==> config.mk <==
export PLATFORM = sky130hd
export DESIGN_NAME = uart_tx_periph
export DESIGN_NICKNAME = d
export VERILOG_FILES = /design/src/rtl/uart_tx_periph.sv
export SDC_FILE = /design/constraint.sdc
export NUM_CORES = 1
export LEC_CHECK = 0
export ABC_AREA = 1
export BUFFER_PORTS_ARGS = -buffer_cell sky130_fd_sc_hd__buf_2
export CELL_PAD_IN_SITES_DETAIL_PLACEMENT = 1
export CELL_PAD_IN_SITES_GLOBAL_PLACEMENT = 1
export CORE_ASPECT_RATIO = 0.8
export CORE_MARGIN = 2
export CORE_UTILIZATION = 40
export DETAILED_ROUTE_END_ITERATION = 6
export PLACE_DENSITY = 0.73
export REMOVE_ABC_BUFFERS = 1
export SYNTH_ARGS = -nofsm -noshare
export SYNTH_HDL_FRONTEND = slang
export SYNTH_SLANG_ARGS = --single-unit
==> constraint.sdc <==
create_clock -name clk -period 6.6 [get_ports clk]
set_input_delay 1.32 -clock clk [delete_from_list [all_inputs] [get_ports clk]]
set_output_delay 1.32 -clock clk [all_outputs]
set_load 0.02 [all_outputs]
==> src/rtl/uart_tx_periph.sv <==
// uart_tx_periph: memory-mapped 8N1 UART transmitter.
// The CPU pushes bytes into a small circular TX FIFO through TXDATA.
// A serialiser drains the FIFO LSB first at a programmable baud divisor.
// Register map (addr[3:2]): 0 TXDATA, 1 STATUS, 2 BAUDDIV, 3 reserved.
module uart_tx_periph #(
  parameter int          FIFO_DEPTH  = 8,
  parameter logic [15:0] DIV_DEFAULT = 16'd2604
) (
  input  logic        clk,
  input  logic        rst,
  input  logic [31:0] addr,
  input  logic        we,
  input  logic [31:0] wdata,
  output logic [31:0] rdata,
  output logic        uart_txd
);

  localparam int PTR_W = (FIFO_DEPTH > 1) ? $clog2(FIFO_DEPTH) : 1;
  localparam int CNT_W = $clog2(FIFO_DEPTH) + 1;

  localparam logic [1:0] A_TXDATA  = 2'd0;
  localparam logic [1:0] A_STATUS  = 2'd1;
  localparam logic [1:0] A_BAUDDIV = 2'd2;

  typedef enum logic [1:0] {
    S_IDLE  = 2'd0,
    S_START = 2'd1,
    S_DATA  = 2'd2,
    S_STOP  = 2'd3
  } state_t;

  // FIFO storage and bookkeeping
  logic [7:0]       r_mem [FIFO_DEPTH];
  logic [PTR_W-1:0] r_wptr;
  logic [PTR_W-1:0] r_rptr;
  logic [CNT_W-1:0] r_count;
  logic             r_ovf;

  // Configuration
  logic [15:0]      r_baud;

  // Serialiser state
  state_t           r_state;
  logic [15:0]      r_bcnt;
  logic [15:0]      r_limit;
  logic [2:0]       r_bitidx;
  logic [7:0]       r_shreg;
  logic             r_txd;

  // Decode and handshake wires
  logic [1:0]       w_sel;
  logic             w_push;
  logic             w_push_ok;
  logic             w_pop;
  logic             w_full;
  logic             w_empty;
  logic             w_busy;
  logic             w_wrap;
  logic [7:0]       w_head;
  logic [31:0]      w_status;
  logic             w_unused;

  assign w_sel     = addr[3:2];
  assign w_push    = we && (w_sel == A_TXDATA);
  assign w_full    = (r_count == CNT_W'(FIFO_DEPTH));
  assign w_empty   = (r_count == '0);
  assign w_busy    = (r_state != S_IDLE);
  // The counter limit is latched at every bit start, so a BAUDDIV write
  // only takes effect from the following bit.
  assign w_wrap    = (r_bcnt == (r_limit - 16'd1));
  assign w_head    = r_mem[r_rptr];
  // The serialiser takes a byte when idle, or back-to-back at the end of
  // a stop bit; both need data already present before the edge.
  assign w_pop     = !w_empty &&
                     ((r_state == S_IDLE) || ((r_state == S_STOP) && w_wrap));
  // A full FIFO still accepts a push when a pop frees a slot on the same edge.
  assign w_push_ok = w_push && (!w_full || w_pop);
  assign uart_txd  = r_txd;

  // Only addr[3:2] is decoded and BAUDDIV is 16 bits wide.
  assign w_unused  = ^{addr[31:4], addr[1:0], wdata[31:16]};

  // FIFO storage: write the pushed byte into the slot under the write pointer
  // NOTE: the data array has no reset; pointers and count define which
  // entries are valid, so clearing the storage would only add logic.
  always_ff @(posedge clk) begin
    if (w_push_ok) begin
      r_mem[r_wptr] <= wdata[7:0];
    end
  end

  // FIFO pointers, occupancy count and sticky overflow flag
  // NOTE: all sequential state uses non-blocking assignments so every
  // register samples pre-edge values regardless of statement order.
  always_ff @(posedge clk) begin
    if (rst) begin
      r_wptr  <= '0;
      r_rptr  <= '0;
      r_count <= '0;
      r_ovf   <= 1'b0;
    end else begin
      if (w_push_ok) begin
        r_wptr <= r_wptr + PTR_W'(1);
      end
      if (w_pop) begin
        r_rptr <= r_rptr + PTR_W'(1);
      end
      case ({w_push_ok, w_pop})
        2'b10:   r_count <= r_count + CNT_W'(1);
        2'b01:   r_count <= r_count - CNT_W'(1);
        default: r_count <= r_count;
      endcase
      if (w_push && !w_push_ok) begin
        r_ovf <= 1'b1;
      end else if (we && (w_sel == A_STATUS) && wdata[3]) begin
        r_ovf <= 1'b0;
      end
    end
  end

  // Baud divisor register; zero would stall the counter, so it is stored as 1
  always_ff @(posedge clk) begin
    if (rst) begin
      r_baud <= DIV_DEFAULT;
    end else if (we && (w_sel == A_BAUDDIV)) begin
      r_baud <= (wdata[15:0] == 16'd0) ? 16'd1 : wdata[15:0];
    end
  end

  // 8N1 serialiser: start bit, eight data bits LSB first, stop bit
  always_ff @(posedge clk) begin
    if (rst) begin
      r_state  <= S_IDLE;
      r_bcnt   <= '0;
      r_limit  <= DIV_DEFAULT;
      r_bitidx <= '0;
      r_shreg  <= '0;
      r_txd    <= 1'b1;
    end else begin
      case (r_state)
        S_IDLE: begin
          if (w_pop) begin
            r_shreg <= w_head;
            r_bcnt  <= '0;
            r_limit <= r_baud;
            r_txd   <= 1'b0;
            r_state <= S_START;
          end
        end
        S_START: begin
          if (w_wrap) begin
            r_txd    <= r_shreg[0];
            r_bitidx <= '0;
            r_bcnt   <= '0;
            r_limit  <= r_baud;
            r_state  <= S_DATA;
          end else begin
            r_bcnt <= r_bcnt + 16'd1;
          end
        end
        S_DATA: begin
          if (w_wrap) begin
            r_bcnt  <= '0;
            r_limit <= r_baud;
            if (r_bitidx == 3'd7) begin
              r_txd   <= 1'b1;
              r_state <= S_STOP;
            end else begin
              r_shreg  <= {1'b0, r_shreg[7:1]};
              r_txd    <= r_shreg[1];
              r_bitidx <= r_bitidx + 3'd1;
            end
          end else begin
            r_bcnt <= r_bcnt + 16'd1;
          end
        end
        S_STOP: begin
          if (w_wrap) begin
            r_bcnt  <= '0;
            r_limit <= r_baud;
            if (w_pop) begin
              r_shreg <= w_head;
              r_txd   <= 1'b0;
              r_state <= S_START;
            end else begin
              r_state <= S_IDLE;
            end
          end else begin
            r_bcnt <= r_bcnt + 16'd1;
          end
        end
        default: begin
          r_state <= S_IDLE;
          r_txd   <= 1'b1;
        end
      endcase
    end
  end

  // STATUS word assembled from live state
  // NOTE: every combinational output gets a default first so no path
  // through the block leaves it unassigned and infers a latch.
  always_comb begin
    w_status              = '0;
    w_status[0]           = w_full;
    w_status[1]           = w_empty;
    w_status[2]           = w_busy;
    w_status[3]           = r_ovf;
    w_status[4 +: CNT_W]  = r_count;
  end

  // Read mux: combinational from addr[3:2] and current state
  always_comb begin
    rdata = '0;
    case (w_sel)
      A_STATUS:  rdata = w_status;
      A_BAUDDIV: rdata = {16'd0, r_baud};
      default:   rdata = '0;
    endcase
  end

endmodule

-- Word level (Yosys, flattened, before mapping)
Memories as Yosys holds them, arrays and structs flattened. A register that Yosys moved wholly into a read port is not among the register bits.
Cells that the tools add are included.
- $add $sub $neg: 7
- equality and inequality tests: 17
- multiplexer cells: 37
- reduce and logical (&&, ||, !) cells: 28
- operators by type and width (cell ; count):
    $pmux 16 s2 ; 3
    $mux 16 ; 5
    $mux 8 ; 4
    $pmux 8 s3 ; 1
    $add 16x1->16 const B ; 1
    $eq 16x16->1 ; 1
    $logic_not 16->1 ; 1
    $sub 16x1->16 const B ; 1
    $mux 3 ; 5
    $ne 2x2->1 const B ; 6
    $mux 1 ; 10
    $mux 2 ; 5
    $add 3x1->3 const B ; 3
    $eq 2x2->1 const B ; 4
    $logic_and 1x1->1 ; 8
    $pmux 2 s4 ; 1
    $pmux 4 s2 ; 1
    $reduce_and 4->1 ; 2
    $reduce_bool 2->1 ; 4
    $eq 2x1->1 const B ; 3
    $pmux 3 s2 ; 1
    $reduce_and 5->1 ; 1
    $add 4x1->4 const B ; 1
    $eq 4x4->1 const B ; 1
    12 further kinds ; 16
- register bits: 73
- memory bits (writable): 64
- memories kept: 1
- memory list (memory ; depth ; bits a word ; read ports ; clocked after memory_dff ; write ports ; RTL line ; RTL):
    r_mem ; 8 ; 8 ; 1 ; 1 ; 1 ; 33 ; logic [7:0] r_mem [FIFO_DEPTH];

-- Depth between registers and ports, before layout
- word-level depth: 10
- depth in mapped cells: 24

-- Worst setup path before layout
OpenSTA, ideal clock, no wires.
- path kind: input port to output port
- start: in addr[2]
- end: out rdata[4]
- data arrival time: 2.450 ns
- data required time: 5.280 ns
- path slack: 2.830 ns
- cell stages on the path: 6
- buffers on the path: 2
- path through: inv_1 > ha_1 > clkbuf_1 > clkbuf_1 > nand2_1 > a21oi_1
- cells in the longest elaborated chain, start to end: 2
- ends and longest elaborated chain (element ; RTL line ; RTL):
    start, declared ; 11 ; input logic [31:0] addr,
    $eq 2x2->1 / $eq 2x1->1 (equally long branches) ; 215 ; case (w_sel)
    $pmux 16 s2 (*) ; 215 ;
    end, declared ; 14 ; output logic [31:0] rdata,
Every way passes the cells marked *; elsewhere a longest branch is shown, timed or not.

-- Final worst setup path
- start: in addr[2]
- end: out rdata[2]
Same word-level chain as after synthesis.

==> results.cfg <==
[pwr]
power_density_nw_per_um2 = 385
switching_share_pct = 38.6
power_frac_clock_pct = 33.1
combinationalPowerShare_pct = 30.9
ir_drop_mv = 0.209
switchingPower_mw = 1.17
power.internal_mw = 1.86
power_mw = 3.04
sequentialPowerShare_pct = 36.0
leakage_nw = 3.25

[clocking]
cts-root-buf = clkbuf_16
cts_buffer_depth = 2
htreeDepth = 4
cts_tree = done
clock_latency_ns = 0.43
cts_sinks = 140
clk_pin_slew_ns = 0.06
post_cts_buffers = 0
cts-resized-gates = 0
holdBufCountCts = 0
cts_buffers = 17

[outcome]
status = finished, final reports clean

[critical_path]
crit_path_start_kind = input port
path_cells = buf_2 > inv_1 > ha_1 > nand2_1 > a21oi_1 > buf_2
crit_top_cell = buf_2
worstPathArrival_ns = 2.56
crit_type = in2out
crit_path_end_kind = output port
worstPathRequired_ns = 5.28
critPathMaxFanout = 17
critPathSlowestCell = ha_1
worst_path_largest_cell_delay_ns = 0.56

[yosys]
yosysTopAreaCell = edfxtp_1
yosysTopAreaCellShare_pct = 27.5
ys_top_cells_by_area = edfxtp_1 28%, dfxtp_1 22%, nand2_1 10%, nor2_1 5.0%, o21ai_0 4.9%
ys_seq_elements = 140
ys_warn_count = 0
yosysSeqAreaShare_pct = 49.3
synthCells = 851
synth_area_sq_um = 6980
syn_avg_cell_area_sq_um = 8.20
synth_cell_types = 40

[drt]
dr.pass1.iters = 5
wire_per_inst_microns = 16.4
ant_nets = 0
vias_per_cell = 5.10
drc = 0
drtIter0Drc = 404
wirelength_microns = 18300
vias = 5707

[floorplan]
coreArea_sq_um = 17200
die_h_microns = 122
chipWidth_microns = 152
start_util_pct = 40.5
io-pin-count = 100
rows = 43
die-area_sq_um = 18500

[timing]
drv_slew = 0
tightest_slew_ns = 1.06
finalHoldViolCount = 0
setup_violations = 0
rsz0062_at_grt = no
period_share_pct = 58.8
setup_tns_ns = 0
slew_headroom_pct = 29.2
fmax_mhz = 258
skew_ns = 0.0109
fin_crit_ns = 3.88

[finish]
post-route-util_pct = 45.7
drive_above_1_share_pct = 11.5
stdcell_area_sq_um = 7880
nets = 963
fin_cells = 1119
n_antenna_cell = 0
area_growth_pct = 12.9

[global_route]
grt_overflow = 0
grtUsageTotal_pct = 21.0
grt_max_degree = 40
antenna_found_initial = 0
grt_pass1_vias = 5573
grt_pass1_wl_microns = 29600

[placed_design]
dp_hpwl_microns = 12900
gp_congestion = 0.791
dp_cells = 1087
dpl_cell_area_sq_um = 7250
io_buffer_count = 37

[flow_run]
cap_violations = 0

[hold_path]
hold_path_class = reg2reg
==> placed cells by master (no fill, tap or decap), types with 3 or more instances in the layout <==
cell type | netlist | final
o221ai_1 | 4 | 4
nand4_1 | 8 | 8
a21oi_1 | 58 | 58
buf_4 | 16 | 4
edfxtp_1 | 64 | 64
nor4_1 | 5 | 5
o211ai_1 | 6 | 6
nor2_2 | 8 | 8
nand2_2 | 3 | 3
nand2_1 | 194 | 194
inv_8 | 0 | 3
nor3_1 | 3 | 3
clkbuf_16 | 0 | 17
o21ai_1 | 6 | 6
o21ai_0 | 68 | 68
xnor2_1 | 4 | 4
o22ai_1 | 14 | 14
nor2_4 | 5 | 5
inv_1 | 78 | 78
nand2_4 | 4 | 4
conb_1 | 1 | 16
nand3b_1 | 6 | 6
nor2_1 | 93 | 93
clkinv_8 | 0 | 3
buf_2 | 2 | 37
inv_2 | 5 | 5
xor2_1 | 16 | 16
dfxtp_1 | 76 | 76
ha_1 | 15 | 15
inv_6 | 0 | 5
nand3_1 | 53 | 53
==> logic make-up after synthesis <==
group / after synthesis / share of synthesized area [%]
adders and majority gates: 15 / 2.69
and+or+nand+nor: 388 / 24.7
AOI/OAI and AO/OA: 158 / 12.1
DFF: 140 / 49.3
xor gates and xnor gates: 20 / 2.51
buffers and inverters: 129 / 8.54
other: 1 / 0.0537
==> worst paths after layout <==
path	from	end	slack, ns	cells after the start
worst max-delay path	addr[2]	rdata[2]	2.72	6
worst min-delay path	r_shreg[7]	r_shreg[7]	0.46	2
worst max register to register	r_limit[0]	r_mem[6][4]	2.89	15
worst min register to register	r_shreg[7]	r_shreg[7]	0.46	2
==> per-stage QoR <==
stage	hold slack (ns)	setup slack [ns]
after floorplan	0.432	3.03
after global placement	0.450	2.74
after detailed placement	0.453	2.72
after CTS	0.463	2.71
after global routing	0.490	2.51
final	0.462	2.72
==> state kept, by name (all words and copies together) (netlist names), named ones only <==
| name | count |
|---|---|
| r_state | 2 |
| r_rptr | 3 |
| r_ovf | 1 |
| r_mem | 64 |
| r_wptr | 3 |
| r_count | 4 |
| r_limit | 16 |
| r_baud | 16 |
| r_shreg | 8 |
| r_bcnt | 16 |
| r_bitidx | 3 |
| uart_txd | 1 |
==> cells in the mapped netlist <==
| library cell | n |
|---|---|
| o211ai_1 | 6 |
| edfxtp_1 | 64 |
| o21ai_1 | 6 |
| conb_1 | 1 |
| clkbuf_1 | 21 |
| nand2_2 | 3 |
| buf_4 | 16 |
| nor3_1 | 3 |
| nor4_1 | 5 |
| nand3_2 | 1 |
| nor2_4 | 5 |
| ha_1 | 15 |
| or2_2 | 1 |
| nor2_1 | 93 |
| nand3_4 | 1 |
| nand4_1 | 8 |
| nand2_1 | 194 |
| clkinv_1 | 1 |
| nand3_1 | 53 |
| nand3b_1 | 6 |
| nor3_4 | 2 |
| o31ai_1 | 1 |
| buf_2 | 2 |
| xor2_1 | 16 |
| buf_6 | 2 |
| dlygate4sd1_1 | 1 |
| a21oi_1 | 58 |
| xnor2_1 | 4 |
| and2_1 | 1 |
| nor2_2 | 8 |
| dfxtp_1 | 76 |
| o211a_1 | 1 |
| inv_2 | 5 |
| inv_1 | 78 |
| bufbuf_16 | 1 |
| o22ai_1 | 14 |
| o221ai_1 | 4 |
| o21ai_0 | 68 |
| buf_1 | 2 |
| nand2_4 | 4 |
==> worst max-delay path: cells and delay by family <==
| family | cells | cell delay (ns) |
|---|---|---|
| buffers and inverters | 3 | 0.38 |
| adders and majority gates | 1 | 0.56 |
| AOI/OAI and AO/OA | 1 | 0.17 |
| and+or+nand+nor | 1 | 0.14 |
==> power groups by stage <==
stage          sequential (mW)  combinational [mW]  clock (mW)
3_5_place_dp              1.11               0.930           0
4_1_cts                   1.09               0.940        1.02
3_3_place_gp              1.11               0.902           0
2_1_floorplan             1.09               0.662           0
6_report                  1.09               0.936        1.00
5_1_grt                   1.11                1.07        1.05
==> layout make-up <==
| cell class | instances | area [sq um] |
|---|---|---|
| fill | 2142 | 9340 |
| timing repair buffer | 41 | 215 |
| multi-input combinational | 597 | 3000 |
| clock inverter | 15 | 200 |
| sequential | 140 | 3440 |
| tap | 225 | 282 |
| inverter | 84 | 315 |
| clock buffer | 17 | 425 |
==> metal layers <==
layer	global-route usage (%)	vias up	share of wire [%]
met3	4.57	18	3.4
met4	5.56	0	0.93
met5	0	-	0
li1	-	2862	-
met1	30.7	2734	52
met2	31.4	93	43
Power figures use the tool's default switching activity.
